**src/rtl/pwm_duty_generator.sv**
```systemverilog
// PWM generator fed by a duty byte from the I2C slave's SCK domain.
// The byte is resynchronised, qualified for stability and applied only at period wrap.
module pwm_duty_generator #(
  parameter int N = 31,
  parameter int K = 1
) (
  input  logic       CLK_IN,
  input  logic       RST_N,
  input  logic       EN,
  input  logic [7:0] PWM_DCycle,
  output logic       PWM_OUT,
  output logic       PERIOD_START,
  output logic [7:0] DUTY_ACTIVE
);

  localparam logic [15:0] PTC = 16'(N);

  logic [7:0]         s1_q, s2_q;
  logic [K-1:0][7:0]  hist_q, hist_d;
  logic [7:0]         pending_q, pending_d;
  logic [7:0]         duty_q, duty_d;
  logic [7:0]         cnt_q, cnt_d;
  logic [15:0]        pcnt_q, pcnt_d;
  logic               pwm_q, pwm_d;
  logic               pstart_q, pstart_d;
  logic               stable, tick, wrap;

  // Qualifier: accept s2 only once it matches all K previous samples.
  always_comb begin
    stable    = 1'b1;
    hist_d    = hist_q;
    hist_d[0] = s2_q;
    for (int i = 1; i < K; i++) hist_d[i] = hist_q[i-1];
    for (int i = 0; i < K; i++)
      if (hist_q[i] != s2_q) stable = 1'b0;
    pending_d = stable ? s2_q : pending_q;
  end

  always_comb begin
    tick     = EN && (pcnt_q == PTC);
    wrap     = tick && (cnt_q == 8'hFF);
    pcnt_d   = 16'd0;
    cnt_d    = 8'd0;
    duty_d   = pending_q;
    if (EN) begin
      pcnt_d = tick ? 16'd0 : pcnt_q + 16'd1;
      cnt_d  = tick ? cnt_q + 8'd1 : cnt_q;
      // Old pending is taken at wrap; a same-cycle update waits a full period.
      duty_d = wrap ? pending_q : duty_q;
    end
    pstart_d = wrap;
    pwm_d    = EN && (cnt_q < duty_q);
  end

  always_ff @(posedge CLK_IN or negedge RST_N) begin
    if (!RST_N) begin
      s1_q      <= '0;
      s2_q      <= '0;
      hist_q    <= '0;
      pending_q <= '0;
      duty_q    <= '0;
      cnt_q     <= '0;
      pcnt_q    <= '0;
      pwm_q     <= 1'b0;
      pstart_q  <= 1'b0;
    end else begin
      s1_q      <= PWM_DCycle;
      s2_q      <= s1_q;
      hist_q    <= hist_d;
      pending_q <= pending_d;
      duty_q    <= duty_d;
      cnt_q     <= cnt_d;
      pcnt_q    <= pcnt_d;
      pwm_q     <= pwm_d;
      pstart_q  <= pstart_d;
    end
  end

  assign PWM_OUT      = pwm_q;
  assign PERIOD_START = pstart_q;
  assign DUTY_ACTIVE  = duty_q;

endmodule

```
**config.mk**
```make
export PLATFORM = sky130hd
export DESIGN_NAME = pwm_duty_generator
export DESIGN_NICKNAME = d
export VERILOG_FILES = /design/src/rtl/pwm_duty_generator.sv
export SDC_FILE = /design/constraint.sdc
export NUM_CORES = 1
export LEC_CHECK = 0
export ABC_AREA = 1
export CORE_MARGIN = 3
export CORE_UTILIZATION = 35
export DETAILED_ROUTE_END_ITERATION = 10
export PLACE_DENSITY_LB_ADDON = 0.05
export SLEW_MARGIN = 0
export SYNTH_ARGS = -nofsm -noshare
export SYNTH_HDL_FRONTEND = slang
export SYNTH_SLANG_ARGS = --single-unit
```
**constraint.sdc**
```tcl
create_clock -name CLK_IN -period 1.8 [get_ports CLK_IN]
set_input_delay 0.45 -clock CLK_IN [delete_from_list [all_inputs] [get_ports CLK_IN]]
set_output_delay 0.45 -clock CLK_IN [all_outputs]
set_load 0.01 [all_outputs]
```
---- After elaboration in Yosys (flattened, before gate mapping) ----
Index checks and enable logic that the tools add are counted.
operators by class
  add/subtract/negate cells ............... 2
  magnitude comparators ................... 1
  equality and inequality tests ........... 5
  multiplexer cells ....................... 6
  reduce and logical (&&, ||, !) cells .... 3
operators with widths
  cell                                                   count
  2-to-1 mux 16 bit                                      2
  2-to-1 mux 8 bit                                       4
  adder 16 x 1 -> 16 bit, second input constant          1
  == test 16 x 5 -> 1 bit, second input constant         1
  adder 8 x 1 -> 8 bit, second input constant            1
  == test 8 bit, second input constant                   1
  less-than comparator 8 bit                             1
  inequality test 8 bit                                  1
  inequality test 2 x 1 -> 1 bit, second input constant  2
  logical AND 1 bit                                      3
word-level totals
  register bits ........................... 66
  input bits .............................. 11

---- Longest topological paths before layout ----
  depth in word-level cells ............... 5
  gate-level depth with buffers ........... 9
  gate-level depth less buffers ........... 9

---- Least setup slack after synthesis ----
Ideal clock, no wire load.
  kind .................................... reg2reg
  start ................................... register pcnt_q[0]
  end ..................................... register pcnt_q[15]
  library setup time ...................... 0.119 ns
  arrival time ............................ 1.236 ns
  setup slack ............................. 0.445 ns
  stages on the path, launching flop included .. 9
  cells stage by stage .................... dfrtp_1 -> ha_1 -> nand3_4 -> nor2_4 -> nand2_4 -> nand2_4 -> inv_2 -> o21ai_1 -> nor2_1
between the ends
  cells in the longest elaborated chain, start to end .. 4
ends and longest elaborated chain
  element                                                                         line  source
  start, declared                                                                 23    logic [15:0] pcnt_q, pcnt_d;
  start signal, assigned                                                          73    pcnt_q <= pcnt_d;
  parallel branches: the longest is 2 deep, another holds adder 16 x 1 -> 16 bit  n/a
  2-to-1 mux 16 bit (*)                                                           46    pcnt_d = tick ? 16'd0 : pcnt_q + 16'd1;
  2-to-1 mux 16 bit (*)                                                           45    if (EN) begin
  named net pcnt_d[15]                                                            23
Mark *: on every way through the listed nets, which the timed path passes.
A chain may end at the register's enable or synchronous reset.

---- Worst setup path in the final report ----
  start ................................... register duty_q[4] (netlist: DUTY_ACTIVE[4])
  end ..................................... output port DUTY_ACTIVE[4]
RTL lines
  element                 line  source
  start, declared         21    logic [7:0] duty_q, duty_d;
  start signal, assigned  71    duty_q <= duty_d;
  end, declared           13    output logic [7:0] DUTY_ACTIVE
No word-level cell between the ends.

==> reports/qor.yml <==
cts_tree: "yes"
yosys_most_used_dff: "dfrtp_1"
grt_pass1_wl_um: 10200
drv_slew: 0
first_global_vias: 2114
start_util_pct: 36.9
max_freq_ghz: 0.574
synthSimpleGateAreaFrac_pct: 26.6
hold_viol_final: 0
status: "finished, final reports clean"
worstSkewPairLatency_ns: 0.34
drc_errors: 0
dr.pass1.iters: 4
netlist_top_cells_count: "nand2_1, dfrtp_1, nor2_1"
synth-seq-cells: 66
worstPathCellList: "clkdlybuf4s50_1"
track_usage_pct: 13.5
syn_inst: 312
hpwl_um: 4170
ys_top_cells_by_area: "dfrtp_1, nand2_1, nor2_1"
yosys_warnings: 0
internal-power_uw: 2440
maxSlewHeadroom_pct: 77.3
vias: 2088
synth_top_family_by_area: "simple AND/OR/NAND/NOR gates"
fin_crit_sh_pct: 96.7
die_w_um: 97.4
drt_wl_total_um: 5750
powerDensity_nw_per_um2: 925
clock_power_share_pct: 39.4
finalPower_uw: 3290
tightest_slew_ns: 0.340
synth_nets: 332
tns_ns: 0
setup_slack_ns: 0.0593
n_antenna_cell: 0
nNetsFinal: 370
maxCapViolations: 0
timing.critical_path.buf_inv: 1
syn_avg_cell_area_um2: 9.38
dieHeight_um: 97.4
critPathLaunchType: "flip-flop"
antenna_found_initial: 0
place_congestion: 0.793
max_stage_delay_ns: 0.56
critPathSlowestCell: "clkdlybuf4s50_1"
leakage_uw: 0.00171
synthXorXnorAreaFrac_pct: 5.39
htree_num_levels: 3
yosys.area.top_type_share_pct: 56.5
synth-compound-area-share_pct: 3.85
drt-initial-drc-count: 97
cts_num_sinks: 66
switchingPower_uw: 846
rsz0062_at_grt: "false"
design.die.area_um2: 9490
port-buffer-count: 20
cts-root-buf: "clkbuf_8"
pre_cts_ws_ns: 0.108
arrival_ns: 1.29
io_pins: 21
cts_buffers: 9
critical_path_class: "reg2out"
setup_viol: 0
endpoint_kind: "primary output"
syn_to_final_growth_pct: 21.5
synth_mux_area_share_pct: 0
yosys.cell_types.count: 30
wl_per_cell_um: 12.6
switching_share_pct: 25.7
path_clk_slew_ns: 0.07
synth-edff-count: 0
period_needed_ns: 1.74
combPwrFrac_pct: 10.7
grt_max_degree: 47
yosysSeqAreaShare_pct: 56.5
grt_overflow: 0
drive_gt1_share_pct: 13.2
yosys.area_share.adder_pct: 3.85
path_max_fanout: 2
irDropWorstVdd_uv: 608
clock_path_buffers: 2
power_frac_seq_pct: 49.9
core-area_um2: 7930
worstPathRequired_ns: 1.35
critical_path.top_delay_family: "buffers and inverters"
synth.most_common_cell: "nand2_1"
holdCritPathClass: "reg2reg"
via_per_inst: 4.57
synth.largest_area_cell: "dfrtp_1"
synth_area_um2: 2930
placementRows: 32
ant_nets: 0
async_flop_share_pct: 100
fin_skew_ns: 0.00772
-- state kept, by name (all words and copies together) (netlist names) --
| name | count |
|---|---|
| pcnt_q | 16 |
| DUTY_ACTIVE | 8 |
| cnt_q | 8 |
| hist_d | 8 |
| hist_q | 8 |
| pending_q | 8 |
| s1_q | 8 |
| PERIOD_START | 1 |
| PWM_OUT | 1 |
-- power by group through the flow --
stage	Sequential (uW)	Combinational, uW	Clock (uW)
floorplan	1670	155	0
global placement	1670	348	0
detailed placement	1670	348	0
CTS	1640	358	1350
global route	1650	400	1400
finish	1640	352	1290
-- per-stage QoR --
stage,std cells,hold slack (ns),area [um^2],utilization (%)
2_1_floorplan,312,0.154,2930,-
3_3_place_gp,438,0.332,3310,41.8
3_5_place_dp,438,0.338,3310,41.8
4_1_cts,456,0.356,3540,44.7
5_1_grt,457,0.369,3550,44.8
6_report,457,0.353,3550,44.8
-- final cells by class --
| type | instances | area [um^2] |
|---|---|---|
| Clock buffer | 10 | 138 |
| Inverter | 26 | 100 |
| Clock inverter | 6 | 72.6 |
| Timing Repair Buffer | 30 | 303 |
| Tap cell | 102 | 128 |
| Multi-Input combinational cell | 217 | 1160 |
| Sequential cell | 66 | 1650 |
| Fill cell | 789 | 4370 |
-- metal layers --
layer / global-route usage [%] / vias to the layer above / routed length (um)
met5: 0 / - / 0
li1: - / 1075 / -
met4: 5.11 / 0 / 101
met2: 21.2 / 32 / 2710
met3: 4.38 / 10 / 215
met1: 17.3 / 971 / 2720
-- repair_timing --
action	CTS	global route
hold buffers	1	0
setup buffers	1	1
gates resized for setup	1	2
endpoints found under the setup margin	2	3
endpoints found under the hold margin	3	0
cloned	0	0
-- cell usage in the layout, fill, tap and decap left out, drive strengths merged --
| master | n |
|---|---|
| xnor2 | 10 |
| buf | 10 |
| dlymetal6s2s | 2 |
| a31oi | 1 |
| o211a | 1 |
| xor2 | 8 |
| nand4 | 6 |
| clkbuf | 10 |
| clkdlybuf4s50 | 17 |
| nor3 | 2 |
| clkinv | 1 |
| inv | 29 |
| nor3b | 3 |
| ha | 9 |
| dfrtp | 66 |
| dlygate4sd3 | 1 |
| nand2 | 90 |
| clkinvlp | 1 |
| nor2 | 47 |
| o21bai | 1 |
| o21ai | 7 |
| nand3 | 24 |
| o21a | 1 |
| a21oi | 7 |
| bufinv | 1 |
-- logic make-up after synthesis --
group / count (synthesis)
simple gates: 172
flops: 66
buf+inv: 29
compound gates: 18
xor+xnor: 18
fa+ha+maj: 9
-- path summary, 6_finish.rpt --
check | start | end | slack (ns) | cells past startpoint
max | DUTY_ACTIVE[4] | DUTY_ACTIVE[4] | 0.06 | 1
min | s1_q[1] | hist_d[1] | 0.35 | 0
max reg2reg | cnt_q[1] | DUTY_ACTIVE[4] | 0.27 | 6
min reg2reg | s1_q[1] | hist_d[1] | 0.35 | 0
max in group asynchronous | RST_N | DUTY_ACTIVE[5] | 0.70 | 3
min in group asynchronous | RST_N | pcnt_q[11] | 0.54 | 2
Power figures use the tool's default switching activity.
==> edit, RTL diff (config.mk and constraints unchanged) <==
Add an input register stage for `EN` and `PWM_DCycle`; this delays them by one clock.
--- a/src/rtl/pwm_duty_generator.sv
+++ b/src/rtl/pwm_duty_generator.sv
@@ -16,2 +16,10 @@
   localparam logic [15:0] PTC = 16'(N);
+
+  logic EN_q;
+  logic [7:0] PWM_DCycle_q;
+
+  always_ff @(posedge CLK_IN) begin
+    EN_q         <= EN;
+    PWM_DCycle_q <= PWM_DCycle;
+  end
 
@@ -39,3 +47,3 @@
   always_comb begin
-    tick     = EN && (pcnt_q == PTC);
+    tick     = EN_q && (pcnt_q == PTC);
     wrap     = tick && (cnt_q == 8'hFF);
@@ -44,3 +52,3 @@
     duty_d   = pending_q;
-    if (EN) begin
+    if (EN_q) begin
       pcnt_d = tick ? 16'd0 : pcnt_q + 16'd1;
@@ -51,3 +59,3 @@
     pstart_d = wrap;
-    pwm_d    = EN && (cnt_q < duty_q);
+    pwm_d    = EN_q && (cnt_q < duty_q);
   end
@@ -66,3 +74,3 @@
     end else begin
-      s1_q      <= PWM_DCycle;
+      s1_q      <= PWM_DCycle_q;
       s2_q      <= s1_q;
Check against the original RTL: not equivalent (a bounded check fails within 10 cycles, from zero or initial values and one cycle with RST_N low).
==> edit against the original RTL <==
- via count is 1.7% higher
- utilization fell by 0.86 points
- cell area is 4.2% higher
- synthesized area grew 6.2%
- maximum frequency is 0.42% lower
- sequential cell count increased by 9
- first-iteration DRC count decreased by 32%
- worst setup slack lost 0.0073 ns
- wire length rose by 2.3%
- synthesized cell count rose by 2.9%
- power up 4.1%
- largest power group unchanged
==> edit: results (changes against the original RTL) <==
| Metric | Value |
|---|---|
| Crit-path leading delay family | buffers and inverters (unchanged) |
| Final HPWL DP | 4134 um (was 4171 um) |
| M1 GR Usage | 0.1811 (was 0.1726) |
| VDD IR max | 0.5052 mV (was 0.6081 mV) |
| Met2 GRT Util | 0.2105 (was 0.2119) |
| Max FFs per register | 16 (unchanged) |
| Global-route wire length before repair | 10500 um (was 10220 um) |
| Syn. warnings | 0 (unchanged) |
| Largest net degree at the start of global routing | 67 (was 47) |
| Gr ovfl total | 0 (unchanged) |
| Synth top area cells | dfrtp_1, nand2_1, dfxtp_1 (was dfrtp_1, nand2_1, nor2_1) |
| TritonCTS Buffers | 9 (unchanged) |
| Crit path max fanout | 3 (was 2) |
| Post-Route M1 WL | 2834 um (was 2723 um) |
| Post-Place Worst Slack | 0.2659 ns (was 0.1080 ns) |
| Leakage power total | 1.763 nW (was 1.707 nW) |
| Nets | 381 (was 370) |
| Placed Instances | 448 (was 438) |
| Mapped Nets | 341 (was 332) |
| Final wirelength | 5884 um (was 5752 um) |
| Met3 Usage GRT | 0.04031 (was 0.04379) |
| Metal3 WL | 210 um (was 215 um) |
| Mapped Avg Cell Area | 9.674 um2 (was 9.376 um2) |
| GRT Total Usage | 0.1351 (was 0.1346) |
| Seq/Total Area, Yosys | 0.5898 (was 0.5646) |
| DP Area | 3470 um2 (was 3313 um2) |
| Clk_skew | 0.01656 ns (was 0.007724 ns) |
| Netlist cell types | 31 (was 30) |
| Hold WC Path Type | in -> async (was reg -> reg) |
| Routability cong. | 0.7508 (was 0.7933) |
| Layout cells sized above 1 | 0.1339 (was 0.1324) |
| Vias per cell | 4.510 (was 4.569) |
| CP max-delay cell | clkdlybuf4s50_1 (unchanged) |
| Crit path DAT | 1.30 ns |
| Via count | 2124 (was 2088) |
| Initial detailed-routing violation count | 66 (was 97) |
| Vias in the first global route | 2158 (was 2114) |
| Clk slew on worst S/H paths | 0.09 ns (was 0.07 ns) |
| Asr flop ratio synth | 0.8800 (was 1.000) |
| Clock root buffer | clkbuf_8 (unchanged) |
| Buffer depth of the longest clock path | 2 (unchanged) |
| I/O Buffers | 20 (unchanged) |
| Worst skew pair latency | 0.35 ns |
| Detailed Routing Iterations Pass 1 | 4 (unchanged) |
| Max Fclk | 572.1 MHz (was 574.5 MHz) |
| Largest reg by FF count | pcnt_q (unchanged) |
| Post-synth top flop | dfrtp_1 (unchanged) |
| Status | completed (unchanged) |
| Worst-margin pin slew | 0.4050 ns (was 0.3399 ns) |
| Wire length on met2 | 2765 um (was 2712 um) |
| Core ar. | 8423 um2 (was 7928 um2) |
| Top post-synthesis cells by count | nand2_1, dfrtp_1, nor2_1 (unchanged) |
-- edit: cell count changes after synthesis, sizes merged --
cell	delta
dfxtp	+9
-- edit: worst reg2reg max path, cell delays in order, from the launching register on --
cell,delay (ns)
dfrtp_1,0.43
ha_1,0.26
nand3_4,0.13
nor2_4,0.15
nand2_4,0.09
nand2_4,0.13
inv_2,0.11
o21ai_1,0.09
nor2_1,0.05
-- edit: what timing repair did --
action                                  CTS  global route
endpoints found under the setup margin    4             2
buffers inserted                          4             3
hold endpoints to repair                  0             0
gates resized for setup                   0             1
-- edit: where the power goes --
part	switching, W	internal (W)	total (W)
clock	0.000683	0.000522	0.00121
sequential	0.0000644	0.00178	0.00185
combinational	0.000187	0.000181	0.000368
-- edit: cells by family after synthesis --
| group | share of synthesized area |
|---|---|
| compound gates | 0.03626 |
| flops | 0.5898 |
| simple gates | 0.2506 |
| buf+inv | 0.03626 |
| xor+xnor | 0.05077 |
| fa+ha+maj | 0.03626 |
-- edit: area by class of cell --
cell class              count  area, um2
well taps                 105      131.4
clock inverters             7      56.30
multi-input cells         217       1161
inverters                  26      100.1
clock buffers               9      123.9
repair buffers             32      300.3
flip-flops and latches     75       1832
fillers                   847       4718
-- edit: path summary, 6_finish.rpt --
| path | start | end | slack (ns) | cells past startpoint |
|---|---|---|---|---|
| max | DUTY_ACTIVE[0] | DUTY_ACTIVE[0] | 0.05 | 1 |
| min | RST_N | cnt_q[7] | 0.09 | 2 |
| max reg2reg | pcnt_q[0] | pcnt_q[15] | 0.28 | 8 |
| min reg2reg | PWM_DCycle_q[6] | s1_q[6] | 0.33 | 0 |
| max in group asynchronous | RST_N | hist_q[3] | 1.41 | 2 |
| min in group CLK_IN | PWM_DCycle_q[6] | s1_q[6] | 0.33 | 0 |
